### src/rtl/product_encoder.sv
// product_encoder: 8x8 slid product-code encoder, one row per clock; ENCODER_DEBUG_EN enables trace prints
module product_encoder #(
  parameter int SLIDE_STEP = 1,
  parameter int TOP_ROWS = 4
) (
  input  logic         clk,
  input  logic         rst,
  input  logic         in_valid,
  output logic         in_ready,
  input  logic [63:0]  info_bits,
  output logic         out_valid,
  input  logic         out_ready,
  output logic [127:0] codeword,
  output logic         busy,
  input  logic         debug_mode
);
  typedef enum logic [1:0] {IDLE, ENCODE, DONE} state_t;
  state_t state;
  logic [63:0] info;
  logic [2:0] row_cnt, k;
  logic [7:0] row, slid, row_par, top_par, bot_par, row_par_n, top_par_n, bot_par_n;
  logic [15:0] dbl;
  logic top;
  always_comb begin
    row = info[{~row_cnt, 3'b000} +: 8];
    k = 3'(int'(row_cnt) * SLIDE_STEP);
    dbl = {row, row} << k;
    slid = dbl[15:8];
    top = int'(row_cnt) < TOP_ROWS;
    row_par_n = row_par;
    row_par_n[~row_cnt] = ^row;
    top_par_n = top ? top_par ^ slid : top_par;
    bot_par_n = top ? bot_par : bot_par ^ slid;
  end
  always_ff @(posedge clk) begin
    if (rst) begin
      state <= IDLE;
      in_ready <= 1'b1;
      out_valid <= 1'b0;
      busy <= 1'b0;
      codeword <= '0;
      info <= '0;
      row_cnt <= '0;
      row_par <= '0;
      top_par <= '0;
      bot_par <= '0;
    end else begin
      case (state)
        IDLE: if (in_valid && in_ready) begin
          info <= info_bits;
          row_cnt <= '0;
          row_par <= '0;
          top_par <= '0;
          bot_par <= '0;
          in_ready <= 1'b0;
          busy <= 1'b1;
          state <= ENCODE;
        end
        ENCODE: begin
          row_par <= row_par_n;
          top_par <= top_par_n;
          bot_par <= bot_par_n;
          row_cnt <= row_cnt + 3'd1;
          if (row_cnt == 3'd7) begin
            codeword <= {info, row_par_n, top_par_n, bot_par_n, 40'h0};
            out_valid <= 1'b1;
            state <= DONE;
          end
        end
        DONE: if (out_ready) begin
          out_valid <= 1'b0;
          busy <= 1'b0;
          in_ready <= 1'b1;
          state <= IDLE;
        end
        default: state <= IDLE;
      endcase
    end
  end
`ifdef ENCODER_DEBUG_EN
  always @(posedge clk) begin
    if (!rst && debug_mode) begin
      if (state == IDLE && in_valid && in_ready) $display("#ENCODER# accept %h", info_bits);
      if (state == ENCODE) $display("#ENCODER# r=%0d slid=%h par=%b", row_cnt, slid, ^row);
      if (state == ENCODE && row_cnt == 3'd7) $display("#ENCODER# codeword %h", {info, row_par_n, top_par_n, bot_par_n, 40'h0});
    end
  end
`else
  logic unused_debug;
  assign unused_debug = debug_mode;
`endif
endmodule

### config.mk
export PLATFORM = sky130hd
export DESIGN_NAME = product_encoder
export DESIGN_NICKNAME = d
export VERILOG_FILES = /design/src/rtl/product_encoder.sv
export SDC_FILE = /design/constraint.sdc
export NUM_CORES = 1
export LEC_CHECK = 0
export CORE_ASPECT_RATIO = 1.75
export CORE_MARGIN = 5
export CORE_UTILIZATION = 49
export CTS_CLUSTER_SIZE = 8
export DETAILED_ROUTE_END_ITERATION = 8
export GPL_ROUTABILITY_DRIVEN = 0
export PLACE_DENSITY = 0.77
export REMOVE_ABC_BUFFERS = 1
export SLEW_MARGIN = 20
export SYNTH_ARGS = -nofsm -noshare
export SYNTH_HDL_FRONTEND = slang
export SYNTH_SLANG_ARGS = --single-unit
### constraint.sdc
create_clock -name clk -period 2.37 [get_ports clk]
set_input_delay 0.5925 -clock clk [delete_from_list [all_inputs] [get_ports clk]]
set_output_delay 0.5925 -clock clk [all_outputs]
set_load 0.01 [all_outputs]
==> flow_results.org, run 1 <==
** Floorplanning
- The region available for standard cell placement spans 16000 sq um.
- Effective utilization at floorplan :: 50.1%
- Die X :: approximately 110 microns
- Die Area :: between 15000 and 20000 sq um
- Number of top-level design ports :: 200
- Row count :: slightly above 60
- Measured along the y axis, the die boundary spans 179 microns.

** Cells and area
- With fillers left out, the area of the finished cells amounts to between 10000 and 15000 sq um.
- The library cell used most frequently in the layout, excluding fill and tap cells, is sky130_fd_sc_hd__nand2_1.
- In the final layout, the share of cells above drive strength 1 is under 10%.
- Highest-count cells in the layout ignoring fill and taps :: sky130_fd_sc_hd__nand2_1, sky130_fd_sc_hd__dfxtp_1, sky130_fd_sc_hd__clkdlybuf4s50_1, sky130_fd_sc_hd__a21oi_1, sky130_fd_sc_hd__conb_1
- Layout-stage area growth over the synthesis result :: 30.0%
- 0 antenna diodes ended up in the layout.
- For this run, the post-layout net count is 1176.

** Drt
- The first detailed-routing pass took 5 iterations.
- Initial drt markers :: 407
- Dividing the detail-routed wire length by the instance count gives about 17 microns.
- DRC violation count after routing :: 0
- The count of nets left with antenna violations once routing finished came out at 0.
- Final routed wirelength across all metal layers :: ~22 mm
- In the routed layout, each cell is associated on average with a via count of 5.38.
- Via count :: 7022

** Setup path
- Type of the worst setup path :: reg -> reg
- The worst setup path is captured at a register.
- At the worst endpoint, the arrival time is roughly 2.6 ns.
- CP Launch Type :: register
- Max FO, Critical Path :: 16
- For the worst setup path, the data required time is between 2 and 3 ns.

** Yosys
- In this run the mean area of a mapped cell was approximately 8.3 sq um.
- In this run the cell area of the synthesized design comes to 7990 sq um.
- Post-synth top area cell :: sky130_fd_sc_hd__dfxtp_1
- In this run, distinct cell masters in the synthesized netlist total 39.
- The top cell type by area accounts for 46.1% of the synthesized area.
- For this run, asynchronously set or reset flops after synthesis account for 0%.
- In this run, synthesis produced a sequential element count of roughly 180.
- Sequential area share after synthesis :: ~46%
- During synthesis, Yosys emitted a total of 0 warnings.
- The most used flip-flop cell after synthesis is sky130_fd_sc_hd__dfxtp_1.
- Synthesis produced 962 cells.
- Number of enable flip-flop cells after synthesis :: 0
- Top area cells in the synthesized netlist :: sky130_fd_sc_hd__dfxtp_1, sky130_fd_sc_hd__nand2_1, sky130_fd_sc_hd__a21oi_1, sky130_fd_sc_hd__mux4_2, sky130_fd_sc_hd__buf_4

** Power and ir drop
- Total power divided by cell area :: between 600 and 700 nW/um^2
- Leakage power summed over all cells :: 3.56 nW
- The worst-case IR drop observed on VDD is 0.433 mV.

** Run status
- Status :: finished clean

** Timing
- Worst Setup Slack, final :: between 0.09 and 0.1 ns
- FMAX :: ~440 MHz
- The number of max-slew violations in the final report is 0.
- At the pin with the least slew margin, the transition time is about 0.99 ns.
- After layout, the worst path uses a little over nine tenths of the clock period.
- Crit path time final :: 2.28 ns
- The number of hold violations in the final report came to 0.
- Setup violations remaining at the end of the flow were counted as 0.
- On the final layout, the worst clock skew is 0.0111 ns.
- The worst pin sits at a relative slew slack of between 30% and 40%.

** Global route
- The number of antenna violations at the first check in global routing came to 0.
- Overall track demand over capacity in global routing :: 22.6%
- Global-route congestion overflow total :: 0
- Entering global routing, the biggest net connects around 120 pins.
- The number of global-route vias before repair is roughly 6700.
- First-pass GRT wire length :: 34.0 mm

** Clock tree
- Maximum clock path buffer count :: 2
- Buffers inserted to repair hold after CTS numbered 0.
- TritonCTS built the clock tree.
- Root cell of the clock tree :: sky130_fd_sc_hd__clkbuf_16
- TritonCTS created 17 clock buffers.
- The clock reaches the later pin of the worst-skew pair after 0.42 ns.
- Number of sinks handled by clock tree synthesis :: between 150 and 200
- In this run the number of H-tree levels came out at 4.
- Clk slew on worst S/H paths :: 0.06 ns

** Min path
- The min-delay analysis places its worst path in the category reg -> reg.

** Run
- The tool flagged a number of max-cap violations equal to 0.

** Place
- During placement, the flow inserted port buffers numbering about 160.
- Worst slack after detailed placement :: -0.135 ns
- Post-place instance area :: 9720 sq um
- Once detailed placement completed, the half-perimeter wirelength came to between 15 and 20 mm.
-- cell type report --
cell class,count,area [sq um]
fill,1303,5570
multi-input combinational,703,3880
timing repair buffer,198,1950
sequential,184,3680
tap,189,236
clock buffer,17,425
inverter,1,3.75
clock inverter,13,193
-- final timing paths --
| path | endpoint | cells after the start | start | slack (ns) |
|---|---|---|---|---|
| setup / recovery | row_par[2] | 8 | row_cnt[0] | 0.09 |
| hold / removal | codeword[93] | 2 | codeword[93] | 0.45 |
| setup reg to reg | row_par[2] | 8 | row_cnt[0] | 0.09 |
| hold reg to reg | codeword[93] | 2 | codeword[93] | 0.45 |
-- cells in the mapped netlist (2+ instances only) --
| library cell | count |
|---|---|
| sky130_fd_sc_hd__a21o_1 | 2 |
| sky130_fd_sc_hd__buf_6 | 2 |
| sky130_fd_sc_hd__nor2b_1 | 10 |
| sky130_fd_sc_hd__nor4_1 | 4 |
| sky130_fd_sc_hd__a21oi_1 | 152 |
| sky130_fd_sc_hd__nand2_1 | 269 |
| sky130_fd_sc_hd__nand3_1 | 3 |
| sky130_fd_sc_hd__o31ai_1 | 20 |
| sky130_fd_sc_hd__or3_1 | 9 |
| sky130_fd_sc_hd__dfxtp_1 | 184 |
| sky130_fd_sc_hd__clkbuf_1 | 54 |
| sky130_fd_sc_hd__o211ai_1 | 8 |
| sky130_fd_sc_hd__xnor2_1 | 34 |
| sky130_fd_sc_hd__ha_1 | 2 |
| sky130_fd_sc_hd__and3_1 | 8 |
| sky130_fd_sc_hd__buf_4 | 42 |
| sky130_fd_sc_hd__buf_1 | 11 |
| sky130_fd_sc_hd__nor2_1 | 28 |
| sky130_fd_sc_hd__a211oi_1 | 16 |
| sky130_fd_sc_hd__nand2b_1 | 11 |
| sky130_fd_sc_hd__xor2_1 | 16 |
| sky130_fd_sc_hd__or3b_1 | 3 |
| sky130_fd_sc_hd__nor3_1 | 3 |
| sky130_fd_sc_hd__o21ai_0 | 14 |
| sky130_fd_sc_hd__o31ai_2 | 2 |
| sky130_fd_sc_hd__o22ai_1 | 24 |
| sky130_fd_sc_hd__buf_2 | 3 |
| sky130_fd_sc_hd__mux4_2 | 16 |
| sky130_fd_sc_hd__nand3b_1 | 2 |
-- worst max-delay path, cell delays in order, from the launching register on --
cell,delay (ns)
sky130_fd_sc_hd__dfxtp_1,0.33
sky130_fd_sc_hd__buf_4,0.17
sky130_fd_sc_hd__or3b_4,0.44
sky130_fd_sc_hd__o22ai_1,0.23
sky130_fd_sc_hd__nor4_1,0.10
sky130_fd_sc_hd__xnor2_1,0.39
sky130_fd_sc_hd__xnor2_4,0.13
sky130_fd_sc_hd__buf_12,0.17
sky130_fd_sc_hd__o31ai_1,0.23
-- power by group --
| group | leakage, nW | switching, W | total, W | internal, W |
|---|---|---|---|---|
| combinational | 1.78 | 0.000462 | 0.000864 | 0.000403 |
| clock | 0.290 | 0.00122 | 0.00299 | 0.00177 |
| sequential | 1.49 | 0.000107 | 0.00328 | 0.00318 |
| total | 3.56 | 0.00179 | 0.00714 | 0.00535 |
-- per-layer routing --
metal / vias up / part of all wire, % / track usage, %
met5: - / 0 / 0
li1: 3466 / - / -
met1: 3257 / 38 / 25.4
met3: 53 / 5.2 / 4.18
met4: 0 / 3.8 / 10.6
met2: 246 / 53 / 40.9
-- timing repair --
| action | CTS | global route |
|---|---|---|
| pin swaps | 0 | 3 |
| setup endpoints to repair | 16 | 16 |
| buffers inserted | 0 | 1 |
| gates resized for setup | 1 | 4 |
-- logic make-up (layout without fill, tap and decap cells) --
kind of cell    after synthesis  count (layout)  synth area share (%)
xor+xnor                     51              51                  5.69
simple gates                354             354                  18.6
flops                       184             184                  46.1
mux                          16              16                  4.51
compound gates              240             240                  17.2
buf+inv                     114             229                  7.58
other cells                   1              40                0.0470
fa+ha+maj                     2               2                 0.313
-- per-stage QoR --
| step | total power [W] | std cells | TNS (ns) | utilization [%] | hold slack [ns] |
|---|---|---|---|---|---|
| after floorplan | 0.00377 | 888 | -406.34 | - | 0.455 |
| final | 0.00714 | 1305 | 0 | 65.1 | 0.451 |
| after detailed placement | 0.00414 | 1274 | -2.39 | 60.9 | 0.446 |
| after global routing | 0.00738 | 1305 | -0.0336 | 65.1 | 0.470 |
| after CTS | 0.00712 | 1304 | 0 | 64.9 | 0.455 |
| after global placement | 0.00413 | 1274 | -1.23 | 60.9 | 0.441 |
-- flip-flops by register name, summed over array words and instances, names as in the netlist --
register   flops
codeword      88
info          64
bot_par        8
row_par        8
top_par        8
row_cnt        3
state          2
busy           1
in_ready       1
out_valid      1
(Power assumes the default switching activity.)
==> run 2, diff against run 1 <==
CORE_MARGIN = 2   (was 5)
==> run 2 against run 1 <==
Net effect:
- via count grew 0.93%
- first-iteration DRC count grew 2.7%
- sequential power is essentially flat
- highest routed layer unchanged
- final area is essentially flat
- sequential share of layout area is essentially flat
- utilization is essentially flat
- count of clock-buffer cells in the layout grew 2
- clock skew grew 0.0014 ns
- critical endpoint is now row_par[7]
- largest cell class unchanged
- largest power group unchanged
- combinational power is essentially flat
- non-clock buffer count shrank 3
- wire length shrank 2.6%
- global-route usage grew 1.9 points
==> flow_results.org, run 2 (synthesis gave the netlist of run 1 again) <==
** Clock tree
- After clock tree synthesis, the clock-pin slew on the worst setup and hold paths is 0.07 ns.
- Maximum clock path buffer count :: 2
- Clock buffer count from CTS :: 17
- CTS placed an instance of sky130_fd_sc_hd__clkbuf_16 at the clock tree root.
- Clock tree from TritonCTS :: built
- In this run the number of H-tree levels came out at 4.
- Number of sinks handled by clock tree synthesis :: 184
- The later pin in the worst-skew pair is clocked with a latency of 0.43 ns.

** Cells and area
- Total number of nets in the final design :: between 1000 and 1500
- Cells fill 65.0% of the core in the end.
- The library cell used most frequently in the layout, excluding fill and tap cells, is sky130_fd_sc_hd__nand2_1.
- Top Registers :: codeword (88), info (64)
- Design Area, Final :: just over 10000 sq um
- The register with the most flip-flops in the layout has between 80 and 90 of them.
- The top cell types in the final layout, fill and taps aside, are sky130_fd_sc_hd__nand2_1, sky130_fd_sc_hd__dfxtp_1, sky130_fd_sc_hd__clkdlybuf4s50_1, sky130_fd_sc_hd__a21oi_1, sky130_fd_sc_hd__conb_1.
- Layout-stage area growth over the synthesis result :: 29.9%
- Counting flops per register, the top entry is codeword.
- The number of antenna diodes in the final layout is 0.
- Area used by sequential logic in the layout :: approximately 3700 sq um
- Share of cells above drive strength 1 :: under 10%
- In the final layout, the multi-input gates occupy between 3000 and 4000 sq um.
- After filler insertion, the fill cell instance count of the layout stands at approximately 1300.

** Timing
- Count of final setup violators :: 0
- The number of hold violations in the final report is 0.
- Derived from the worst setup path, the maximum achievable clock frequency is 446 MHz.
- In the finished design, the share of the clock period the worst path needs comes to 94.5%.
- Post-route clock skew :: ~0.013 ns
- Worst Setup Slack, final :: ~0.13 ns
- Crit path time final :: roughly 2.2 ns
- In this run the tightest slew margin relative to its limit is between 30% and 40%.
- RSZ-0062 raised after global routing :: no
- Final hold slack :: between 0.4 and 0.5 ns
- The number of max-slew violations in the final report is 0.
- Slew of the pin with the lowest slew margin :: 0.983 ns

** Power and ir drop
- Combinational logic burns a little under an eighth of the power.
- The share of total power dissipated in sequential elements is 45.4%.
- The analysis attributes to net switching a power of around 0.0018 W.
- Sw Ratio :: approximately a quarter
- After layout, the design draws a total of just over 0.007 W.
- Leakage power summed over all cells :: between 3 and 4 nW
- Power Internal :: between 0.005 and 0.006 W
- Clock Power Share :: a little over two fifths
- Total power divided by cell area :: 696 nW/um^2
- IR analysis of the VDD net gives a maximum drop of around 0.43 mV.

** Setup path
- Beginning of the worst register-to-register path :: row_cnt[2]
- Internal reg-to-reg setup slack :: ~0.13 ns
- Worst Reg-to-Reg Cells :: 7
- Critical path cell sequence :: or3b_4 -> o22ai_1 -> nor4_1 -> xnor2_1 -> xnor2_4 -> buf_12 -> o31ai_1
- Number of buffers and inverters on the critical path :: 1
- Crit-path slowest cell :: sky130_fd_sc_hd__or3b_4
- For the worst setup path, the data required time is 2.70 ns.
- For this run, the slowest stage of the critical path takes around 0.46 ns.
- In this run the critical register-to-register path is captured at row_par[7].
- The worst setup path is captured at a register.
- At the worst endpoint, the arrival time is 2.57 ns.
- The most critical setup path has its startpoint at row_cnt[2].
- Type of the worst setup path :: reg -> reg
- Max FO, Critical Path :: 16
- In this design, the largest share of critical-path delay is due to simple AND/OR/NAND/NOR gates.
- In this run the worst setup path terminates at row_par[7].
- In this run the number of cells on the critical path is 7.
- CP Launch Type :: register

** Min path
- WHS Path Cells :: 2
- The min-delay analysis places its worst path in the category reg -> reg.

** Floorplanning
- Number of top-level design ports :: 200
- The die is around 170 microns tall.
- The die is around 100 microns wide.
- The total area inside the core boundary comes to 16000 sq um.
- The initial utilization of the core area, before any placement, comes to between 50% and 60%.
- Row count :: just over 60
- Die Area :: around 17000 sq um

** Drt
- In the routed design, unresolved DRC markers number 0.
- Post-detailed-route count of antenna-violating nets :: 0
- The first routing iteration left around 420 violations.
- After detailed routing, the number of vias per cell comes to approximately 5.4.
- Summing over every cut layer, the via total after detailed routing is a little over 7000.
- Summed over all layers, the routed wires come to roughly 21 mm.
- Total iterations of the first detailed-routing run :: 7
- Drt wl/cell :: 16.4 microns

** Place
- Input and output buffers added on the ports amount to roughly 160.
- Worst slack after detailed placement :: -0.0994 ns
- Post-place instance area :: between 9000 and 10000 sq um
- Final HPWL from detailed placement :: around 15 mm

** Global route
- Antenna violations before repair :: 0
- For this run the aggregate overflow at the end of global routing stands at 0.
- Vias in the first global route :: approximately 6600
- Pin count of the biggest net entering global routing :: 85
- First-pass GRT wire length :: around 34 mm
- Overall track demand over capacity in global routing :: between 20% and 30%

** Run
- The tool flagged a number of max-cap violations equal to 0.

** Run status
- The run finished with clean final reports.
[run 2: cell types whose count changed in the layout (fill, tap and decap cells not counted), sizes merged]
cell	delta
clkinv	+1
clkbuf	+2
inv	+1
clkinvlp	-3
buf	-3
[run 2: worst min-delay path by stage]
stage                             from            to  slack (ns)
after detailed placement  codeword[93]  codeword[93]        0.45
after CTS                 codeword[93]  codeword[93]        0.46
after floorplan             bot_par[0]    bot_par[0]        0.45
after global routing               rst      info[28]        0.47
after global placement    codeword[94]  codeword[94]        0.44
final                     codeword[93]  codeword[93]        0.45
[run 2: tightest hold or removal path: cells and delay by family (launching register included)]
kind,cells,cell delay (ns)
flip-flops,1,0.31
AND/OR/NAND/NOR,1,0.05
AO/OA/AOI/OAI,1,0.05
[run 2: layer usage]
layer	wire length [microns]	vias up	part of all wire [%]	GRT usage (%)
li1	-	3454	-	-
met1	8140	3325	38	28.1
met2	11300	252	53	43.1
met3	1000	56	4.7	3.96
met4	899	0	4.2	12.3
met5	0	-	0	0
[run 2: layout make-up]
| cell class | instances | area share (%) |
|---|---|---|
| sequential | 184 | 35.5 |
| tap | 189 | 2.28 |
| clock buffer | 19 | 4.37 |
| multi-input combinational | 703 | 37.4 |
| inverter | 1 | 0.0362 |
| clock inverter | 12 | 1.78 |
| timing repair buffer | 195 | 18.7 |
[run 2: through the flow]
step | setup TNS, ns | instances
2_1_floorplan | -406.34 | 888
3_3_place_gp | -1.15 | 1271
3_5_place_dp | -1.62 | 1271
4_1_cts | 0 | 1302
5_1_grt | 0 | 1303
6_report | 0 | 1303
[run 2: power by group through the flow]
stage / Combinational, W / Sequential (W) / Clock, W
detailed placement: 0.000790 / 0.00335 / 0
global route: 0.000928 / 0.00329 / 0.00324
finish: 0.000865 / 0.00328 / 0.00308
global placement: 0.000779 / 0.00335 / 0
floorplan: 0.000435 / 0.00333 / 0
CTS: 0.000813 / 0.00328 / 0.00311
[run 2: repair_timing]
| action | CTS | global route |
|---|---|---|
| pin swaps | 0 | 4 |
| endpoints found under the setup margin | 16 | 72 |
| setup buffers | 0 | 1 |
| gates resized for setup | 1 | 4 |
| hold buffers | 0 | 0 |
